### config.mk
export PLATFORM = sky130hd
export DESIGN_NAME = reg_writeback_ctrl
export DESIGN_NICKNAME = d
export VERILOG_FILES = /design/src/rtl/reg_writeback_ctrl.sv
export SDC_FILE = /design/constraint.sdc
export NUM_CORES = 1
export LEC_CHECK = 0
export BUFFER_PORTS_ARGS = -buffer_cell sky130_fd_sc_hd__buf_2
export CAP_MARGIN = 20
export CORE_ASPECT_RATIO = 1.1
export CORE_MARGIN = 2
export CORE_UTILIZATION = 56
export CTS_BUF_LIST = sky130_fd_sc_hd__clkbuf_4 sky130_fd_sc_hd__clkbuf_8
export DETAILED_ROUTE_END_ITERATION = 16
export HOLD_SLACK_MARGIN = 0.15
export PLACE_DENSITY = 0.83
export SETUP_SLACK_MARGIN = 0.3
export SYNTH_ARGS = -nofsm -noshare
export SYNTH_HDL_FRONTEND = slang
export SYNTH_SLANG_ARGS = --single-unit
### constraint.sdc
create_clock -name clk -period 3.4 [get_ports clk]
set_input_delay 0.34 -clock clk [delete_from_list [all_inputs] [get_ports clk]]
set_output_delay 0.34 -clock clk [all_outputs]
set_load 0.005 [all_outputs]
### src/rtl/reg_writeback_ctrl.sv
// Register-file write-port master: arbitrates load responses, queued ALU results
// and ALU bypass onto one registered write port, and tracks outstanding loads.
module reg_writeback_ctrl #(
  parameter int XLEN   = 32,
  parameter int QDEPTH = 2
) (
  input  logic            clk,
  input  logic            rst,
  input  logic            alu_valid,
  input  logic [4:0]      alu_rd,
  input  logic [XLEN-1:0] alu_data,
  output logic            alu_ready,
  input  logic            ld_issue,
  input  logic [4:0]      ld_issue_rd,
  input  logic            ld_valid,
  input  logic [4:0]      ld_rd,
  input  logic [XLEN-1:0] ld_data,
  input  logic [4:0]      chk_rs1,
  input  logic [4:0]      chk_rs2,
  output logic            hazard,
  output logic            rd_wen,
  output logic [4:0]      rd_addr,
  output logic [XLEN-1:0] rd_data,
  output logic [31:0]     pending
);

  localparam int PW = $clog2(QDEPTH);
  localparam int CW = PW + 1;

  typedef enum logic [1:0] {SEL_NONE, SEL_LOAD, SEL_QUEUE, SEL_BYPASS} sel_e;

  logic [4:0]      q_rd   [QDEPTH];
  logic [XLEN-1:0] q_data [QDEPTH];
  logic [PW-1:0]   wr_ptr, rd_ptr;
  logic [CW-1:0]   count;

  sel_e        sel;
  logic        q_empty;
  logic        alu_accept;
  logic        enq;
  logic        deq;
  logic [31:0] pending_next;
  logic        rs1_hit, rs2_hit;

  assign q_empty    = (count == '0);
  assign alu_ready  = (count != CW'(QDEPTH));
  assign alu_accept = alu_valid && alu_ready;

  // NOTE: every signal assigned in always_comb gets a default first, so no path
  // leaves it unassigned and no latch is inferred.
  always_comb begin
    sel = SEL_NONE;
    if (ld_valid && ld_rd != 5'd0)
      sel = SEL_LOAD;
    else if (!q_empty)
      sel = SEL_QUEUE;
    else if (alu_valid && alu_rd != 5'd0)
      sel = SEL_BYPASS;
  end

  // ALU results to x0 are accepted and silently dropped.
  assign enq = alu_accept && (alu_rd != 5'd0) && (sel != SEL_BYPASS);
  assign deq = (sel == SEL_QUEUE);

  // NOTE: sequential state is updated with non-blocking assignments so every
  // flop samples pre-edge values regardless of statement order.
  always_ff @(posedge clk) begin
    if (rst) begin
      wr_ptr <= '0;
      rd_ptr <= '0;
      count  <= '0;
    end else begin
      if (enq) wr_ptr <= wr_ptr + 1'b1;
      if (deq) rd_ptr <= rd_ptr + 1'b1;
      count <= count + CW'(enq) - CW'(deq);
    end
  end

  // NOTE: queue storage has no reset; validity lives entirely in count/rd_ptr,
  // so clearing the payload would only add reset fan-out.
  always_ff @(posedge clk) begin
    if (enq) begin
      q_rd[wr_ptr]   <= alu_rd;
      q_data[wr_ptr] <= alu_data;
    end
  end

  always_ff @(posedge clk) begin
    if (rst) begin
      rd_wen  <= 1'b0;
      rd_addr <= 5'd0;
      rd_data <= '0;
    end else begin
      rd_wen <= (sel != SEL_NONE);
      unique case (sel)
        SEL_LOAD: begin
          rd_addr <= ld_rd;
          rd_data <= ld_data;
        end
        SEL_QUEUE: begin
          rd_addr <= q_rd[rd_ptr];
          rd_data <= q_data[rd_ptr];
        end
        SEL_BYPASS: begin
          rd_addr <= alu_rd;
          rd_data <= alu_data;
        end
        default: ;
      endcase
    end
  end

  // Clear on the load write, then set, so a same-cycle issue to the same rd wins.
  always_comb begin
    pending_next = pending;
    if (sel == SEL_LOAD)
      pending_next[ld_rd] = 1'b0;
    if (ld_issue && ld_issue_rd != 5'd0)
      pending_next[ld_issue_rd] = 1'b1;
    pending_next[0] = 1'b0;
  end

  always_ff @(posedge clk) begin
    if (rst) pending <= '0;
    else     pending <= pending_next;
  end

  // A source is busy while a load is outstanding, a queued result targets it,
  // or it is being written this cycle and not yet readable.
  always_comb begin
    rs1_hit = pending[chk_rs1] || (rd_wen && rd_addr == chk_rs1);
    rs2_hit = pending[chk_rs2] || (rd_wen && rd_addr == chk_rs2);
    for (int k = 0; k < QDEPTH; k++) begin
      if (CW'(k) < count) begin
        if (q_rd[rd_ptr + PW'(k)] == chk_rs1) rs1_hit = 1'b1;
        if (q_rd[rd_ptr + PW'(k)] == chk_rs2) rs2_hit = 1'b1;
      end
    end
    hazard = (rs1_hit && chk_rs1 != 5'd0) || (rs2_hit && chk_rs2 != 5'd0);
  end

endmodule

# --- Yosys cells after proc, flatten, opt, wreduce, memory -nomap -nowiden ---
# Memory sizes are Yosys's and may differ from the RTL's. A register that Yosys moved wholly into a read port is not among the register bits.
# Index checks and enable logic that the tools add are counted.
totals:
  regBits: 74
  ram_bits: 74
  input_bits: 94
  output_inout_bits: 72
  n_memories: 2
memory_table:
  columns: ["name", "depth", "width", "read_ports", "rd_ports_with_merged_regs", "write_ports", "line", "source"]
  rows:
  - ["q_data", 2, 32, 1, 1, 1, "33", "logic [XLEN-1:0] q_data [QDEPTH];"]
  - ["q_rd", 2, 5, 2, 1, 1, "32", "logic [4:0] q_rd [QDEPTH];"]
classes:
  n_addsub: 4
  order_cmp: 8
  eq_ne: 11
  mux: 29
  bitwise: 3
  reduce_logical: 23
op_table:
  columns: ["op", "n"]
  rows:
  - ["32-bit case mux with 3 select lines", 1]
  - ["32-bit 2-to-1 mux", 2]
  - ["32-bit AND", 1]
  - ["32-bit NOT", 1]
  - ["32-bit bitwise OR", 1]
  - ["5-bit == test", 6]
  - ["5-bit nonzero test", 5]
  - ["5-bit by 6-bit < comparator with 1-bit output, second input constant", 4]
  - ["1-bit 2-to-1 mux", 18]
  - ["5-bit case mux with 3 select lines", 1]
  - ["1-bit logical AND", 12]
  - ["1-bit binary-select mux with 5-bit select", 2]
  - ["1-bit demux with 5-bit select", 2]
  - ["5-bit by 1-bit >= comparator with 1-bit output, second input constant", 2]
  - ["2-bit 2-to-1 mux", 3]
  - ["2-bit == test, second input constant", 2]
  - ["1-bit by 2-bit < comparator with 1-bit output, first input constant", 2]
  - ["2-bit != test, second input constant", 2]
  - ["1-bit logical OR", 3]
  - ["3-bit nonzero test", 1]
  - ["1-bit adder, second input constant", 2]
  - ["2-bit by 1-bit adder with 2-bit output", 1]
  - ["2-bit by 1-bit == test with 1-bit output, second input constant", 1]
  - ["2-bit logical NOT", 1]
  - ["2 further kinds", 2]

# --- Longest topological paths before layout ---
# Gate-level depths: netlist of run 1.
depth:
  ltp_word: 9
  mapped_depth: 11
  depth_no_buf: 10

# --- Least setup slack after synthesis of run 1 ---
# Ideal clock, no wire load.
synth_path:
  kind: "in2reg"
  from: "input port ld_rd[2]"
  to: "memory q_data[0][0] (enable)"
  setup_ns: 0.431
  arrival_ns: 2.643
  required_ns: 2.969
  path_slack_ns: 0.326
  stages: 6
  cell_sequence: "clkbuf_1 -> or3_4 -> o31ai_4 -> nor2_1 -> o21bai_2 -> nor2_1"
synth_via:
  elab_chain_cells: 7
synth_lines:
  columns: ["element", "line", "source"]
  rows:
  - ["start, declared", "16", "input logic [4:0] ld_rd,"]
  - ["5-bit nonzero test", "53", "if (ld_valid && ld_rd != 5'd0)"]
  - ["1-bit logical AND", "53", null]
  - ["2-bit 2-to-1 mux", "53", null]
  - ["2-bit != test", "62", "assign enq = alu_accept && (alu_rd != 5'd0) && (sel != SEL_BYPASS);"]
  - ["1-bit logical AND", "62", null]
  - ["1-bit 2-to-1 mux", "82", "if (enq) begin"]
  - ["1-bit 2-to-1 mux (not written as such)", "84", "q_data[wr_ptr] <= alu_data;"]
  - ["end, declared", "33", null]
# Every way passes these cells.

==> impl_metrics.csv, run 1 <==
group,metric,value,unit
clock_network,cts_tree,"yes",
detailed_routing,ant_nets,0,
layout,areaGrowthSynthToFinish,24.2,%
pwr,fin_total_pwr,5140,uW
grt,overflow,0,
pwr,power_density,594,nW/um2
worst_setup_path,worstSetupStartpointType,"register",
detailed_routing,wl_per_cell,18.8,um
pwr,p_leak,0.00331,uW
floorplanning,die_area,13300,um2
outcome,status,"complete, no violations",
layout,fin_nets,935,
placed_design,place.detailed.hpwl,12500,um
logic_synthesis,synth.distinct_cells,47,
logic_synthesis,synthSimpleGateAreaFrac,13.6,%
worst_hold_path,hp-class,"primary input to register",
worst_setup_path,end_kind,"output pin",
sta,finalSetupViolCount,0,
placed_design,io_buffer_count,164,
sta,period_share,83.2,%
pwr,max-vdd-ir-drop,0.382,mV
run,drv_cap,0,
logic_synthesis,synth_top_family_by_area,"simple AND/OR/NAND/NOR gates",
floorplanning,core-area,12100,um2
worst_setup_path,slowest_delay,540,ps
sta,rsz0062_at_grt,"no",
grt,antenna_found_initial,1,
detailed_routing,dr.pass1.iters,5,
floorplanning,io-pin-count,166,
floorplanning,die_w,110,um
worst_setup_path,crit_fanout,11,
grt,grt_pass1_wl,29200,um
sta,slew_headroom,28.6,%
layout,stdcell_count,1007,
sta,hold_viol_final,0,
logic_synthesis,async_flop_share,0,%
grt,grt_max_degree,46,
logic_synthesis,synth_edf_count,74,
worst_setup_path,cpMostUsedCell,"nand4_1",
clock_network,cts_buffers,17,
sta,fmax,0.353,GHz
sta,slew_viol_final,0,
detailed_routing,via_count,6096,
logic_synthesis,synthMuxAreaShare,12.1,%
logic_synthesis,synth_fp_nets,758,
placed_design,gp_congestion,0.950,
logic_synthesis,yosysSeqAreaShare,53.2,%
clock_network,insertion_delay,440,ps
logic_synthesis,synthAdderAreaFrac,0.359,%
logic_synthesis,avgSynthCellArea,10.5,um2
logic_synthesis,ys_warn_count,0,
floorplanning,rows,42,
logic_synthesis,yosys.area_share.xor_xnor,4.28,%
floorplanning,die_y,121,um
logic_synthesis,synthFlopType,"edfxtp_1",
sta,layout_min_cycle_time,2830,ps
worst_setup_path,cp.required,3060,ps
logic_synthesis,syn_inst,662,
clock_network,cts.clk_slew.worst_paths,80,ps
clock_network,h-tree-depth,4,
grt,grt.total_usage,28.5,%
logic_synthesis,syn_area,6970,um2
detailed_routing,viasPerCell,6.05,
worst_setup_path,path_class,"register to output pin",
worst_setup_path,cp_slowest_cell,"dfxtp_2",
worst_setup_path,critPathArrivalTime,2490,ps
sta,worst_pin_slew,1070,ps
sta,setup_tns,0,ps
detailed_routing,drc,0,
worst_setup_path,cp_cell_sequence,"mux2i_1 -> xor2_1 -> nand4_1 -> o32a_1 -> nand4_1 -> a22o_1 -> buf_2",
clock_network,clk_root_buffer_cell,"clkbuf_8",
clock_network,cts_sinks,148,
floorplanning,start_util,57.6,%
layout,drive_gt1_share,27.2,%
detailed_routing,routed_wirelength,18900,um
logic_synthesis,ys_ff_latch,148,
logic_synthesis,synth_compound_area_share,13.0,%
grt,grt_pass1_vias,5939,
clock_network,cts_buffer_depth,2,
detailed_routing,drt_iter0_markers,586,
placed_design,dp_cells,938,
sta,skew,13.4,ps
Yosys cell counts, types with 2 or more instances:
master    instances  area [um2]
or3b_2            3        26.3
nand2b_1          2        12.5
buf_4             5        37.5
xnor2_1          14         123
dfxtp_1          74        1480
inv_1             2        7.51
and3_1            3        18.8
buf_1             8        30.0
xor2_1           20         175
nand3b_1          5        37.5
a21oi_1          71         355
edfxtp_1         74        2220
nor3b_1           6        45.0
ha_1              2        25.0
nor2_1           45         169
clkbuf_1         29         109
o22ai_1          27         169
mux2i_1          49         490
and3b_1           2        17.5
buf_2             8        40.0
a31oi_1           3        18.8
a221oi_1          2        17.5
nand4_1           3        18.8
mux4_2           15         338
nand3_1           3        15.0
nor4_1            4        25.0
o21ai_0          39         195
o221ai_1          8        70.1
nand2_1          59         221
nor3_1           60         300
flip-flops by register name (all words and copies together) (netlist names), named ones only:
name / count
q_data: 64
rd_data: 32
q_rd: 10
rd_wen: 1
count: 2
wr_ptr: 1
rd_addr: 5
pending: 31
rd_ptr: 1
per-layer routing:
| layer | GRT usage [%] | routed length [um] | up-vias | share of wire, % |
|---|---|---|---|---|
| met1 | 35.5 | 7570 | 2912 | 40 |
| met3 | 6.07 | 1610 | 46 | 8.5 |
| met4 | 11.9 | 459 | 2 | 2.4 |
| met2 | 47.8 | 9250 | 324 | 49 |
| li1 | - | - | 2812 | - |
| met5 | 0 | 11 | - | 0.058 |
power breakdown:
part / switching [uW] / internal [uW]
Clock: 680 / 806
Sequential: 142 / 2100
Combinational: 828 / 584
path summary, 6_finish.rpt:
check / start / to / slack (ps) / cells after the start
worst max-delay path: register / hazard / 570 / 7
worst min-delay path: ld_data[29] / rd_data[29]$_SDFFE_PP0P_ / 170 / 3
worst max register to register: count[1]$_SDFF_PP0_ / count[1]$_SDFF_PP0_ / 1360 / 9
worst min register to register: rd_data[2]$_SDFFE_PP0P_ / rd_data[2]$_SDFFE_PP0P_ / 460 / 2
repair_timing:
| item | CTS | global route |
|---|---|---|
| endpoints found under the hold margin | 72 | 0 |
| buffers inserted | 0 | 0 |
| resized for setup | 0 | 1 |
| endpoints found under the setup margin | 0 | 2 |
| hold buffers | 36 | 0 |
kinds of logic (layout without fill, tap and decap cells):
logic type	Yosys count	count (layout)
flops	148	148
mux	65	65
buf+inv	54	244
fa+ha+maj	2	2
xor+xnor	34	34
simple gates	200	200
other cells	1	2
compound gates	158	158
cells in the final DEF, fill, tap and decap left out, types with 3 or more instances in the layout:
cell           count
nand4_1            3
buf_4             10
clkbuf_8          17
a21oi_1           71
mux2i_1           49
or3b_2             3
nor4_1             4
nor2_1            43
bufinv_16          4
o21ai_0           39
and3_1             3
edfxtp_1          74
nand2_1           59
a31oi_1            3
nand3b_1           5
nor3b_1            6
nand3_1            3
dfxtp_1           73
buf_2            164
o221ai_1           8
mux4_2            15
inv_6              3
o22ai_1           27
nor3_1            60
xor2_1            20
dlygate4sd3_1     36
xnor2_1           14
critical path, delay by kind of cell, from the launching register on:
kind / cells / cell delay [ps]
buffers and inverters: 1 / 110
XOR/XNOR: 1 / 190
AND/OR/NAND/NOR: 2 / 230
AO/OA/AOI/OAI: 2 / 520
multiplexers: 1 / 460
flip-flops: 1 / 540
cell type report:
type                       count  area, um2
clock inverter                15        200
fill                         889       3430
sequential                   148       3700
inverter                       2       7.51
tap                          154        193
multi-input combinational    460       3060
clock buffer                  17        234
timing repair buffer         210       1260
antenna                        1       2.50
per-stage QoR:
| step | cell area, um2 | utilization (%) | setup slack (ps) | hold WS, ps |
|---|---|---|---|---|
| floorplan | 6970 | - | 326 | 439 |
| global placement | 7850 | 64.9 | 724 | 438 |
| detailed placement | 7850 | 64.9 | 564 | 446 |
| CTS | 8640 | 71.5 | 543 | 151 |
| global route | 8650 | 71.6 | 428 | 160 |
| finish | 8650 | 71.6 | 570 | 166 |
(Power assumes the default switching activity.)
==> run 2: changes to the inputs <==
--- a/config.mk
+++ b/config.mk
@@ -5,6 +5,7 @@
 export SDC_FILE = /design/constraint.sdc
 export NUM_CORES = 1
 export LEC_CHECK = 0
+export ABC_AREA = 1
 export BUFFER_PORTS_ARGS = -buffer_cell sky130_fd_sc_hd__buf_2
 export CAP_MARGIN = 20
 export CORE_ASPECT_RATIO = 1.1
@@ -13,7 +14,7 @@
 export CTS_BUF_LIST = sky130_fd_sc_hd__clkbuf_4 sky130_fd_sc_hd__clkbuf_8
 export DETAILED_ROUTE_END_ITERATION = 16
 export HOLD_SLACK_MARGIN = 0.15
-export PLACE_DENSITY = 0.83
+export PLACE_DENSITY = 0.82
 export SETUP_SLACK_MARGIN = 0.3
 export SYNTH_ARGS = -nofsm -noshare
 export SYNTH_HDL_FRONTEND = slang
==> constraint.sdc (replaced) <==
create_clock -name clk -period 2.7 [get_ports clk]
set_input_delay 0.27 -clock clk [delete_from_list [all_inputs] [get_ports clk]]
set_output_delay 0.27 -clock clk [all_outputs]
set_load 0.005 [all_outputs]
==> impl_metrics.csv, run 2 <==
group,metric,value,unit
floorplanning,die_area,14300,um2
logic_synthesis,ys_warn_count,0,
floorplanning,die_y,125,um
logic_synthesis,synth_fp_nets,1076,
layout,antenna_cells,0,
clock_network,cts_buffer_depth,2,
detailed_routing,drt_iter0_markers,900,
clock_network,cts_sinks,148,
layout,layout_commonest_cell,"nand2_1",
placed_design,dp_cells,1271,
worst_setup_path,path_class,"register to output pin",
worst_setup_path,critPathArrivalTime,1980,ps
layout,top_regs,"q_data (64), rd_data (32), pending (31)",
run,drv_cap,0,
detailed_routing,ant_nets,0,
worst_setup_path,cp.required,2430,ps
pwr,fin_total_pwr,6780,uW
clock_network,insertion_delay,460,ps
layout,largest_reg_flops,64,
sta,worst_pin_slew,911,ps
sta,rsz0062_at_grt,"yes",
layout,top_register,"q_data",
logic_synthesis,netlist.area_leader.share,29.7,%
logic_synthesis,yosysSeqAreaShare,49.5,%
logic_synthesis,yosysTopAreaCell,"edfxtp_1",
clock_network,cts.clk_slew.worst_paths,80,ps
worst_setup_path,cpMostUsedCell,"nand2_1",
worst_setup_path,end_kind,"output pin",
sta,fmax,0.444,GHz
detailed_routing,routed_wirelength,22900,um
worst_setup_path,r2r_slack,530,ps
logic_synthesis,avgSynthCellArea,7.63,um2
grt,overflow,0,
sta,final.setup.worst_slack,447,ps
clock_network,cts_tree,"yes",
grt,grt.total_usage,32.1,%
sta,finalSetupViolCount,0,
logic_synthesis,async_flop_share,0,%
grt,grt_pass1_wl,36200,um
sta,skew,15.8,ps
sta,slew_viol_final,0,
sta,whs,185,ps
layout,drive_gt1_share,20.1,%
layout,fin_nets,1304,
placed_design,io_buffer_count,164,
floorplanning,start_util,57.1,%
logic_synthesis,synth_edf_count,74,
detailed_routing,via_count,7937,
grt,grt_pass1_vias,7541,
worst_setup_path,cp_slowest_cell,"dfxtp_4",
worst_setup_path,cp_cell_sequence,"clkbuf_2 -> o21ai_1 -> inv_1 -> nand2_1 -> nand2_1 -> nand2_1 -> nor2_1 -> nor2_1 -> nand3_1 -> nand2_1 -> nand2_1 -> buf_2",
worst_setup_path,crit_fanout,6,
worst_hold_path,hp-class,"primary input to register",
placed_design,place.detailed.hpwl,14500,um
layout,layout_common_cells,"nand2_1, buf_2, nand3_1",
floorplanning,io-pin-count,166,
placed_design,gp_congestion,0.990,
layout,areaGrowthSynthToFinish,28.0,%
logic_synthesis,ys_ff_latch,148,
sta,period_share,83.4,%
detailed_routing,viasPerCell,5.74,
detailed_routing,wl_per_cell,16.6,um
detailed_routing,dr.pass1.iters,8,
logic_synthesis,ys_top_cells_by_area,"edfxtp_1, dfxtp_1, nand2_1",
layout,fill_cells,959,
grt,antenna_found_initial,0,
outcome,status,"complete, no violations",
floorplanning,rows,44,
grt,grt_max_degree,43,
pwr,max-vdd-ir-drop,0.473,mV
clock_network,h-tree-depth,4,
layout,stdcell_count,1382,
logic_synthesis,synthFlopType,"edfxtp_1",
pwr,p_leak,0.00433,uW
sta,layout_min_cycle_time,2250,ps
worst_setup_path,slowest_delay,380,ps
logic_synthesis,synth_commonest_cells,"nand2_1, nand3_1, a21oi_1, o21ai_0",
placed_design,place_ws,492,ps
clock_network,cts_buffers,17,
clock_network,clk_root_buffer_cell,"clkbuf_8",
sta,hold_viol_final,0,
logic_synthesis,synthMostInstantiatedCell,"nand2_1",
logic_synthesis,syn_area,7480,um2
logic_synthesis,syn_inst,980,
floorplanning,core-area,13100,um2
pwr,power_density,708,nW/um2
sta,slew_headroom,38.8,%
logic_synthesis,synth.distinct_cells,33,
floorplanning,die_w,114,um
detailed_routing,drc,0,
worst_setup_path,worstSetupStartpointType,"register",
## run 2: routing by layer
metal  up-vias  global-route usage [%]  share of wire [%]
met5         -                       0                  0
met4         0                    14.6                3.7
met3        77                    6.88                8.8
met2       487                    55.8                 51
met1      3654                    37.6                 37
li1       3719                       -                  -
## run 2: final timing paths
check | end | startpoint | cells after the start
worst max-delay path | hazard | register | 12
worst min-delay path | rd_data[9]$_SDFFE_PP0P_ | ld_data[9] | 5
worst max register to register | rd_addr[3]$_SDFFE_PP0P_ | count[1]$_SDFF_PP0_ | 7
worst min register to register | rd_data[9]$_SDFFE_PP0P_ | rd_data[9]$_SDFFE_PP0P_ | 2
## run 2: cell type report
type / count / area (um2) / share of cell area, %
Sequential cell: 148 / 3710 / 38.8
Multi-Input combinational cell: 710 / 3280 / 34.3
Timing Repair Buffer: 257 / 1700 / 17.7
Inverter: 74 / 290 / 3.03
Clock buffer: 17 / 234 / 2.45
Tap cell: 161 / 201 / 2.11
Clock inverter: 15 / 156 / 1.63
## run 2: report_power, final
group	internal [uW]	total (uW)	switching, uW
combinational	766	2140	1370
sequential	2730	2910	178
clock	772	1730	957
total	4270	6780	2510
## run 2: repair_timing
item / 4_1_cts / 5_1_grt
hold endpoints to repair: 109 / 0
pin swaps: 0 / 0
hold buffers: 68 / 0
endpoints found under the setup margin: 1 / 2
setup buffers: 0 / 11
gates resized for setup: 2 / 9
## run 2: through the flow
step                TNS (ps)  utilization [%]  cell area, um2
detailed placement         0             64.0            8390
finish                     0             73.0            9570
CTS                        0             72.2            9460
floorplan             -16760                -            7480
global route               0             73.0            9570
global placement           0             64.0            8390
## run 2: logic make-up after synthesis
family,share of synthesized area [%]
xor+xnor,0.352
compound gates,13.7
other cells,0.0502
fa+ha+maj,0.335
flops,49.5
simple gates,28.8
mux,0.151
buf+inv,7.06
## run 2: worst max-delay path: cells and delay by family (launching register included)
kind | cells | cell delay, ps
AND/OR/NAND/NOR | 8 | 510
buffers and inverters | 3 | 410
flip-flops | 1 | 380
AO/OA/AOI/OAI | 1 | 250
